[src/rtl/red_pitaya_exp_filter.sv]
`default_nettype none
// ============================================================================
//  Module      : red_pitaya_exp_filter
//  Description : Conditioning stage for the expansion-connector pad inputs.
//                Each pad bit passes through a 2-flop synchroniser and a
//                programmable-length debouncer. The clean levels go on to
//                housekeeping. Rising and falling edges of the clean levels
//                are captured as sticky write-1-to-clear flags, and the
//                flags drive a registered level interrupt. The block has its
//                own register window on the system bus.
//  Ports       : clk_i / rstn_i           clock, synchronous active-low reset
//                exp_p_raw_i/exp_n_raw_i  asynchronous pad inputs
//                exp_p_dat_o/exp_n_dat_o  debounced levels to housekeeping
//                irq_o                    registered interrupt, active high
//                sys_*                    system bus slave (1-cycle ack)
//  Revision    : 1.0  initial release
// ============================================================================
module red_pitaya_exp_filter #(
  parameter int          DWE     = 8,
  parameter int          DEB_W   = 16,
  parameter int unsigned DEB_RST = 125
) (
  input  logic             clk_i,
  input  logic             rstn_i,
  input  logic [DWE-1:0]   exp_p_raw_i,
  input  logic [DWE-1:0]   exp_n_raw_i,
  output logic [DWE-1:0]   exp_p_dat_o,
  output logic [DWE-1:0]   exp_n_dat_o,
  output logic             irq_o,
  input  logic [31:0]      sys_addr,
  input  logic [31:0]      sys_wdata,
  input  logic             sys_wen,
  input  logic             sys_ren,
  output logic [31:0]      sys_rdata,
  output logic             sys_err,
  output logic             sys_ack
);

  localparam int NB = 2 * DWE;
  localparam logic [DEB_W-1:0] DEB_RST_V = DEB_W'(DEB_RST);

  localparam logic [19:0] ADDR_DEB_LEN = 20'h00000;
  localparam logic [19:0] ADDR_RISE_EN = 20'h00004;
  localparam logic [19:0] ADDR_FALL_EN = 20'h00008;
  localparam logic [19:0] ADDR_RISE_ST = 20'h0000C;
  localparam logic [19:0] ADDR_FALL_ST = 20'h00010;
  localparam logic [19:0] ADDR_IRQ_EN  = 20'h00014;
  localparam logic [19:0] ADDR_LEVEL   = 20'h00018;
  localparam logic [19:0] ADDR_EDGE    = 20'h0001C;

  logic [NB-1:0]    sync_1;
  logic [NB-1:0]    sync_2;
  logic [NB-1:0]    filt;
  logic [NB-1:0]    filt_d;
  logic [DEB_W-1:0] deb_len;
  logic [DEB_W-1:0] deb_lm1;
  logic [NB-1:0]    rise_en;
  logic [NB-1:0]    fall_en;
  logic [NB-1:0]    rise_st;
  logic [NB-1:0]    fall_st;
  logic             irq_en;
  logic [31:0]      edge_cnt;
  logic [NB-1:0]    rise_ev;
  logic [NB-1:0]    fall_ev;
  logic [NB-1:0]    rise_clr;
  logic [NB-1:0]    fall_clr;
  logic [19:0]      addr;

  assign addr = sys_addr[19:0];

  // Synchroniser over the concatenated {n,p} pad vector
  always_ff @(posedge clk_i) begin
    if (!rstn_i) begin
      sync_1 <= '0;
      sync_2 <= '0;
    end else begin
      sync_1 <= {exp_n_raw_i, exp_p_raw_i};
      sync_2 <= sync_1;
    end
  end

  // Terminal count L-1 with DEB_LEN=0 treated as a length of 1
  assign deb_lm1 = (deb_len == '0) ? '0 : deb_len - 1'b1;

  // Per-bit debouncer. The >= compare means a shortened DEB_LEN takes
  // effect immediately even when a counter is already past the new limit.
  for (genvar i = 0; i < NB; i++) begin : g_deb
    logic [DEB_W-1:0] cnt;
    logic             lvl;

    always_ff @(posedge clk_i) begin
      if (!rstn_i) begin
        cnt <= '0;
        lvl <= 1'b0;
      end else if (sync_2[i] != lvl) begin
        if (cnt >= deb_lm1) begin
          lvl <= sync_2[i];
          cnt <= '0;
        end else begin
          cnt <= cnt + 1'b1;
        end
      end else begin
        cnt <= '0;
      end
    end

    assign filt[i] = lvl;
  end

  assign exp_p_dat_o = filt[DWE-1:0];
  assign exp_n_dat_o = filt[NB-1:DWE];

  assign rise_ev  = filt & ~filt_d & rise_en;
  assign fall_ev  = ~filt & filt_d & fall_en;
  assign rise_clr = (sys_wen && addr == ADDR_RISE_ST) ? sys_wdata[NB-1:0] : '0;
  assign fall_clr = (sys_wen && addr == ADDR_FALL_ST) ? sys_wdata[NB-1:0] : '0;

  // Control registers, sticky flags, edge counter and interrupt
  always_ff @(posedge clk_i) begin
    if (!rstn_i) begin
      filt_d   <= '0;
      deb_len  <= DEB_RST_V;
      rise_en  <= '0;
      fall_en  <= '0;
      rise_st  <= '0;
      fall_st  <= '0;
      irq_en   <= 1'b0;
      edge_cnt <= '0;
      irq_o    <= 1'b0;
    end else begin
      filt_d <= filt;

      if (sys_wen && addr == ADDR_DEB_LEN) deb_len <= sys_wdata[DEB_W-1:0];
      if (sys_wen && addr == ADDR_RISE_EN) rise_en <= sys_wdata[NB-1:0];
      if (sys_wen && addr == ADDR_FALL_EN) fall_en <= sys_wdata[NB-1:0];
      if (sys_wen && addr == ADDR_IRQ_EN)  irq_en  <= sys_wdata[0];

      // A new event on a bit being cleared in the same cycle survives
      rise_st <= (rise_st & ~rise_clr) | rise_ev;
      fall_st <= (fall_st & ~fall_clr) | fall_ev;

      if (sys_wen && addr == ADDR_EDGE) begin
        edge_cnt <= '0;
      end else if (|(rise_ev | fall_ev)) begin
        edge_cnt <= edge_cnt + 32'd1;
      end

      irq_o <= irq_en & |(rise_st | fall_st);
    end
  end

  // Bus response: every access is acknowledged one cycle later
  always_ff @(posedge clk_i) begin
    if (!rstn_i) begin
      sys_ack   <= 1'b0;
      sys_err   <= 1'b0;
      sys_rdata <= '0;
    end else begin
      sys_ack <= sys_wen | sys_ren;
      sys_err <= 1'b0;
      if (sys_ren) begin
        case (addr)
          ADDR_DEB_LEN: sys_rdata <= 32'(deb_len);
          ADDR_RISE_EN: sys_rdata <= 32'(rise_en);
          ADDR_FALL_EN: sys_rdata <= 32'(fall_en);
          ADDR_RISE_ST: sys_rdata <= 32'(rise_st);
          ADDR_FALL_ST: sys_rdata <= 32'(fall_st);
          ADDR_IRQ_EN:  sys_rdata <= {31'd0, irq_en};
          ADDR_LEVEL:   sys_rdata <= 32'(filt);
          ADDR_EDGE:    sys_rdata <= edge_cnt;
          default:      sys_rdata <= '0;
        endcase
      end
    end
  end

endmodule
`default_nettype wire

[config.mk]
export PLATFORM = sky130hd
export DESIGN_NAME = red_pitaya_exp_filter
export DESIGN_NICKNAME = d
export VERILOG_FILES = /design/src/rtl/red_pitaya_exp_filter.sv
export SDC_FILE = /design/constraint.sdc
export NUM_CORES = 1
export LEC_CHECK = 0
export ABC_AREA = 1
export CAP_MARGIN = 5
export CORE_MARGIN = 10
export CORE_UTILIZATION = 40
export DETAILED_ROUTE_END_ITERATION = 16
export SKIP_CTS_REPAIR_TIMING = 1
export SLEW_MARGIN = 30
export SYNTH_ARGS = -nofsm -noshare
export SYNTH_HDL_FRONTEND = slang
export SYNTH_SLANG_ARGS = --single-unit
[constraint.sdc]
create_clock -name clk_i -period 7.3 [get_ports clk_i]
set_input_delay 1.46 -clock clk_i [delete_from_list [all_inputs] [get_ports clk_i]]
set_output_delay 1.46 -clock clk_i [all_outputs]
set_load 0.02 [all_outputs]
# Word level (Yosys, flattened, before mapping)
# Index checks and enable logic that the tools add are counted.
[totals]
reg_bits = 467
in_bits = 84
out_inout_bits = 51
[classes]
bitwise = 33
mux = 4
n_reduce_logical = 44
add_sub_neg = 18
magnitude_cmp = 16
eq_ne = 23
[ops]
columns = ["operator", "count"]
rows = [
  ["$add 16x1->16 const B", 16],
  ["$ge 16x16->1", 16],
  ["$pmux 32 s8", 1],
  ["$and 16x16->16", 6],
  ["$eq 20x5->1 const B", 4],
  ["$not 16->16", 4],
  ["$or 16x16->16", 4],
  ["$mux 16", 3],
  ["$reduce_or 3->1", 16],
  ["$eq 20x4->1 const B", 2],
  ["$add 32x1->32 const B", 1],
  ["$reduce_and 2->1", 16],
  ["$reduce_or 16->1", 2],
  ["$eq 20x3->1 const B", 1],
  ["$logic_not 20->1", 1],
  ["$not 1->1", 17],
  ["$logic_not 16->1", 1],
  ["$ne 1x1->1", 16],
  ["$sub 16x1->16 const B", 1],
  ["$logic_and 1x1->1", 7],
  ["$reduce_or 2->1", 1],
  ["$and 1x1->1", 1],
  ["$or 1x1->1", 1],
]

# Logic depth before layout (Yosys ltp)
[depth]
ltp_word = 6
ltp_mapped = 17
ltp_nobuf = 17

# Worst setup path after synthesis
# OpenSTA, ideal clock, no wires.
[synth_timing]
path_kind = "reg2reg"
start = "register deb_len[0]"
end = "register g_deb[6].cnt[12]"
path_buffers = 1
stages_incl_launch_ff = 15
setup_slack_ns = 3.906
setup_time_ns = 0.064
arrival_ns = 3.330
path_cell_list = "dfxtp_1 nor3_1 nand2_1 nor2_1 nand2_1 inv_1 nor2_1 o21ai_0 ha_1 a21oi_1 o21ai_0 a21oi_1 nand4_1 buf_4 nor2_1"
[synth_via]
elab_chain_len = 4
word_cells_on_any_way = 5
classes_between = "add/sub: 1; order compare: 1; mux: 1; reduce/logical: 2"
[synth_lines]
columns = ["item", "line_no", "text"]
rows = [
  ["start: declaration", "55", "logic [DEB_W-1:0] deb_len;"],
  ["start signal: assignment", "133", "if (sys_wen && addr == ADDR_DEB_LEN) deb_len <= sys_wdata[DEB_W-1:0];"],
  ["$sub 16x1->16 or $logic_not 16->1 (tied branches)", "83", "assign deb_lm1 = (deb_len == '0) ? '0 : deb_len - 1'b1;"],
  ["$mux 16 *", "83", ""],
  ["$ge 16x16->1 *", "96", "if (cnt >= deb_lm1) begin"],
  ["$reduce_or 3->1 (no source line) *", "--", ""],
  ["end signal: assignment", "100", "cnt <= cnt + 1'b1;"],
  ["end: declaration", "88", "logic [DEB_W-1:0] cnt;"],
]
# Every way passes the cells marked *; elsewhere a longest branch is shown, timed or not.
# A chain may end at the register's enable or synchronous reset.

# Worst setup path after layout
[layout_timing]
start = "register deb_len[12]"
end = "register g_deb[14].cnt[7]"
[layout_via]
elab_chain_len = 4
word_cells_on_any_way = 5
classes_between = "add/sub: 1; order compare: 1; mux: 1; reduce/logical: 2"
[layout_lines]
columns = ["item", "line_no"]
rows = [
  ["$sub 16x1->16 or $logic_not 16->1 (tied branches)", "83"],
  ["$mux 16 *", "83"],
  ["$ge 16x16->1 *", "96"],
  ["$reduce_or 3->1 (no source line) *", "--"],
  ["end signal: assignment", "100"],
  ["end: declaration", "88"],
]
# Marked as above.

==> impl_metrics.py <==
metrics = {
    "power_and_ir_drop": {
        "leakagePower_nw": 12.7,
        "ir_drop_uv": 173,
        "power.density_nw_per_um2": 180,
    },
    "floorplan": {
        "initial_utilization": 0.404,
        "die_area_um2": 78800,
        "row_count": 95,
        "die_h_um": 281,
        "io_pins": 135,
        "die_w_um": 281,
        "core-area_um2": 67300,
    },
    "cts": {
        "clock_path_buffers": 3,
        "cts_buffers": 53,
        "clk_latency_ns": 0.61,
        "cts_tree": "built",
        "cts_sinks": 467,
        "cts_root_buffer": "clkbuf_16",
        "htreeDepth": 2,
        "clk_pin_slew_ns": 0.06,
    },
    "worst_hold_path": {
        "min_path_type": "reg -> reg",
    },
    "grt": {
        "track_usage": 0.185,
        "grt_first_pass_wirelength_um": 118000,
        "grt_max_degree": 100,
        "overflow": 0,
        "grt_pass1_vias": 21800,
        "antenna_found_initial": 0,
    },
    "synthesis": {
        "synth_area_um2": 27200,
        "netlist.area_leader.share": 0.344,
        "async_flop_share": 0,
        "synthTopCellsByCount": "699 x nand2_1, 523 x nor2_1, 467 x dfxtp_1, 390 x inv_1, 282 x a21oi_1",
        "yosys_warnings": 0,
        "ys_ff_latch": 467,
        "synth_most_common_cell": "nand2_1",
        "synth_ff_type": "dfxtp_1",
        "yosysUniqueCellTypes": 50,
        "yosys.area.top_type": "dfxtp_1",
        "syn-num-nets": 4072,
        "synth_edf_count": 0,
        "synth_area_leaders": "dfxtp_1 34%, ha_1 13%, nand2_1 9.6%",
        "ys_seq_area_frac": 0.344,
        "synth_cells": 3713,
        "synth_area_per_cell_um2": 7.33,
    },
    "sta": {
        "whs_ns": 0.417,
        "post-route-period-util": 0.594,
        "clock-skew-final_ns": 0.0213,
        "relSlewSlack": 0.378,
        "setup_viol": 0,
        "slew_violations": 0,
        "setup-tns-final_ns": 0,
        "fin_ws_ns": 2.96,
        "fin_crit_ns": 4.34,
        "rsz0062_at_grt": "no",
        "max_freq_ghz": 0.231,
        "hold_viol_final": 0,
        "worst_slew_pin_slew_ns": 0.931,
    },
    "worst_setup_path": {
        "cp.arrival_ns": 4.84,
        "cp_max_fo": 16,
        "path_class": "reg -> reg",
        "required_ns": 7.80,
        "startpoint_type": "flop",
        "endpoint_kind": "flop",
    },
    "layout": {
        "drive_gt1_frac": 0.0608,
        "antennaDiodeCount": 0,
        "post-route-cell-area_um2": 30900,
        "n_fill_cell": 6848,
        "syn_to_final_growth_pct": 13.4,
        "regArea_um2": 9350,
        "multi_input_area_um2": 15700,
        "nets": 4149,
    },
    "routing": {
        "finalWirelength_um": 74100,
        "num_vias": 23600,
        "vias_per_cell": 5.01,
        "drt_pass1_iterations": 5,
        "ant_nets": 0,
        "dr.first_iter.drc_count": 1466,
        "drc": 0,
        "wl_per_cell_um": 15.8,
    },
    "run": {
        "cap_violations": 0,
    },
    "place": {
        "portBuffers": 105,
        "dp_slack_ns": 2.95,
        "place_area_um2": 28900,
        "gp_congestion": 0.863,
        "dpl.hpwl_um": 50500,
    },
    "run_status": {
        "status": "completed",
    },
}
routing by layer:
layer	GRT usage	vias up	routed length, um
met5	0	-	0
met4	0.0430	0	1410
met3	0.0265	88	3970
met2	0.294	433	31900
met1	0.261	10600	36800
li1	-	12400	-
power breakdown:
part,internal [W],total [W],switching (W)
sequential,0.00256,0.00257,0.00000713
combinational,0.0000448,0.000128,0.0000836
clock,0.00174,0.00285,0.00111
cell usage in the layout, fill, tap and decap left out, types with 10 or more instances in the layout:
master	instances
nor2_1	523
nand3_2	15
nor2_2	15
nand2_1	699
inv_2	10
a21o_1	17
nor3_1	105
buf_4	31
o21ai_1	10
inv_1	389
nor2_4	11
clkbuf_16	54
nor3b_1	19
a21oi_2	20
nand4_1	157
clkdlybuf4s50_1	104
clkbuf_8	18
o21ai_0	140
or2_2	13
xor2_1	124
a21oi_1	282
nor4_1	29
xnor2_1	54
ha_1	275
nand3_1	167
dfxtp_1	467
logic make-up (layout without fill, tap and decap cells):
family | count (synthesis) | count (layout) | share of synthesized area
compound gates | 484 | 484 | 0.0948
xor+xnor | 178 | 178 | 0.0573
fa+ha+maj | 275 | 275 | 0.126
buf+inv | 515 | 634 | 0.0808
flops | 467 | 467 | 0.344
other cells | 1 | 1 | 0.000138
simple gates | 1793 | 1793 | 0.297
critical path, cell delays in order (launching register included):
cell,delay (ns)
dfxtp_1,0.38
nor2_1,0.38
nand3_1,0.12
nor2_1,0.10
nand4_1,0.50
nand3b_1,0.49
buf_4,0.39
ha_1,0.32
nand2_1,0.08
inv_1,0.04
nor2_1,0.07
o21ai_0,0.09
a21oi_1,0.25
nand4_1,0.65
nor3_1,0.33
final cells by class:
type / count / area share
flip-flops and latches: 467 / 0.303
clock buffers: 81 / 0.0529
clock inverters: 16 / 0.00783
multi-input cells: 2731 / 0.508
inverters: 399 / 0.0485
repair buffers: 138 / 0.0440
well taps: 873 / 0.0354
path summary, 6_finish.rpt:
kind	end	cells after the start	slack, ns	start
setup / recovery	g_deb[14].cnt[7]$_SDFF_PP0_	14	2.96	deb_len[12]$_SDFFE_PN0P_
hold / removal	sync_2[9]$_SDFF_PN0_	2	0.42	sync_1[9]$_SDFF_PN0_
setup reg to reg	g_deb[14].cnt[7]$_SDFF_PP0_	14	2.96	deb_len[12]$_SDFFE_PN0P_
hold reg to reg	sync_2[9]$_SDFF_PN0_	2	0.42	sync_1[9]$_SDFF_PN0_
metrics by stage:
step                cells  power, W  utilization
floorplan            3713   0.00269            -
global placement     4605   0.00275        0.429
detailed placement   4606   0.00275        0.430
CTS                  4703   0.00562        0.458
global route         4705   0.00573        0.459
finish               4705   0.00555        0.459
registers in the layout, summed over array words and instances (netlist names):
register   count
deb_len       16
edge_cnt      32
sync_2        16
irq_o          1
filt_d        16
fall_en       16
rise_en       16
sys_ack        1
sys_rdata     32
rise_st       16
irq_en         1
g_deb.cnt    256
g_deb.lvl     16
fall_st       16
sync_1        16
(Power assumes the default switching activity.)
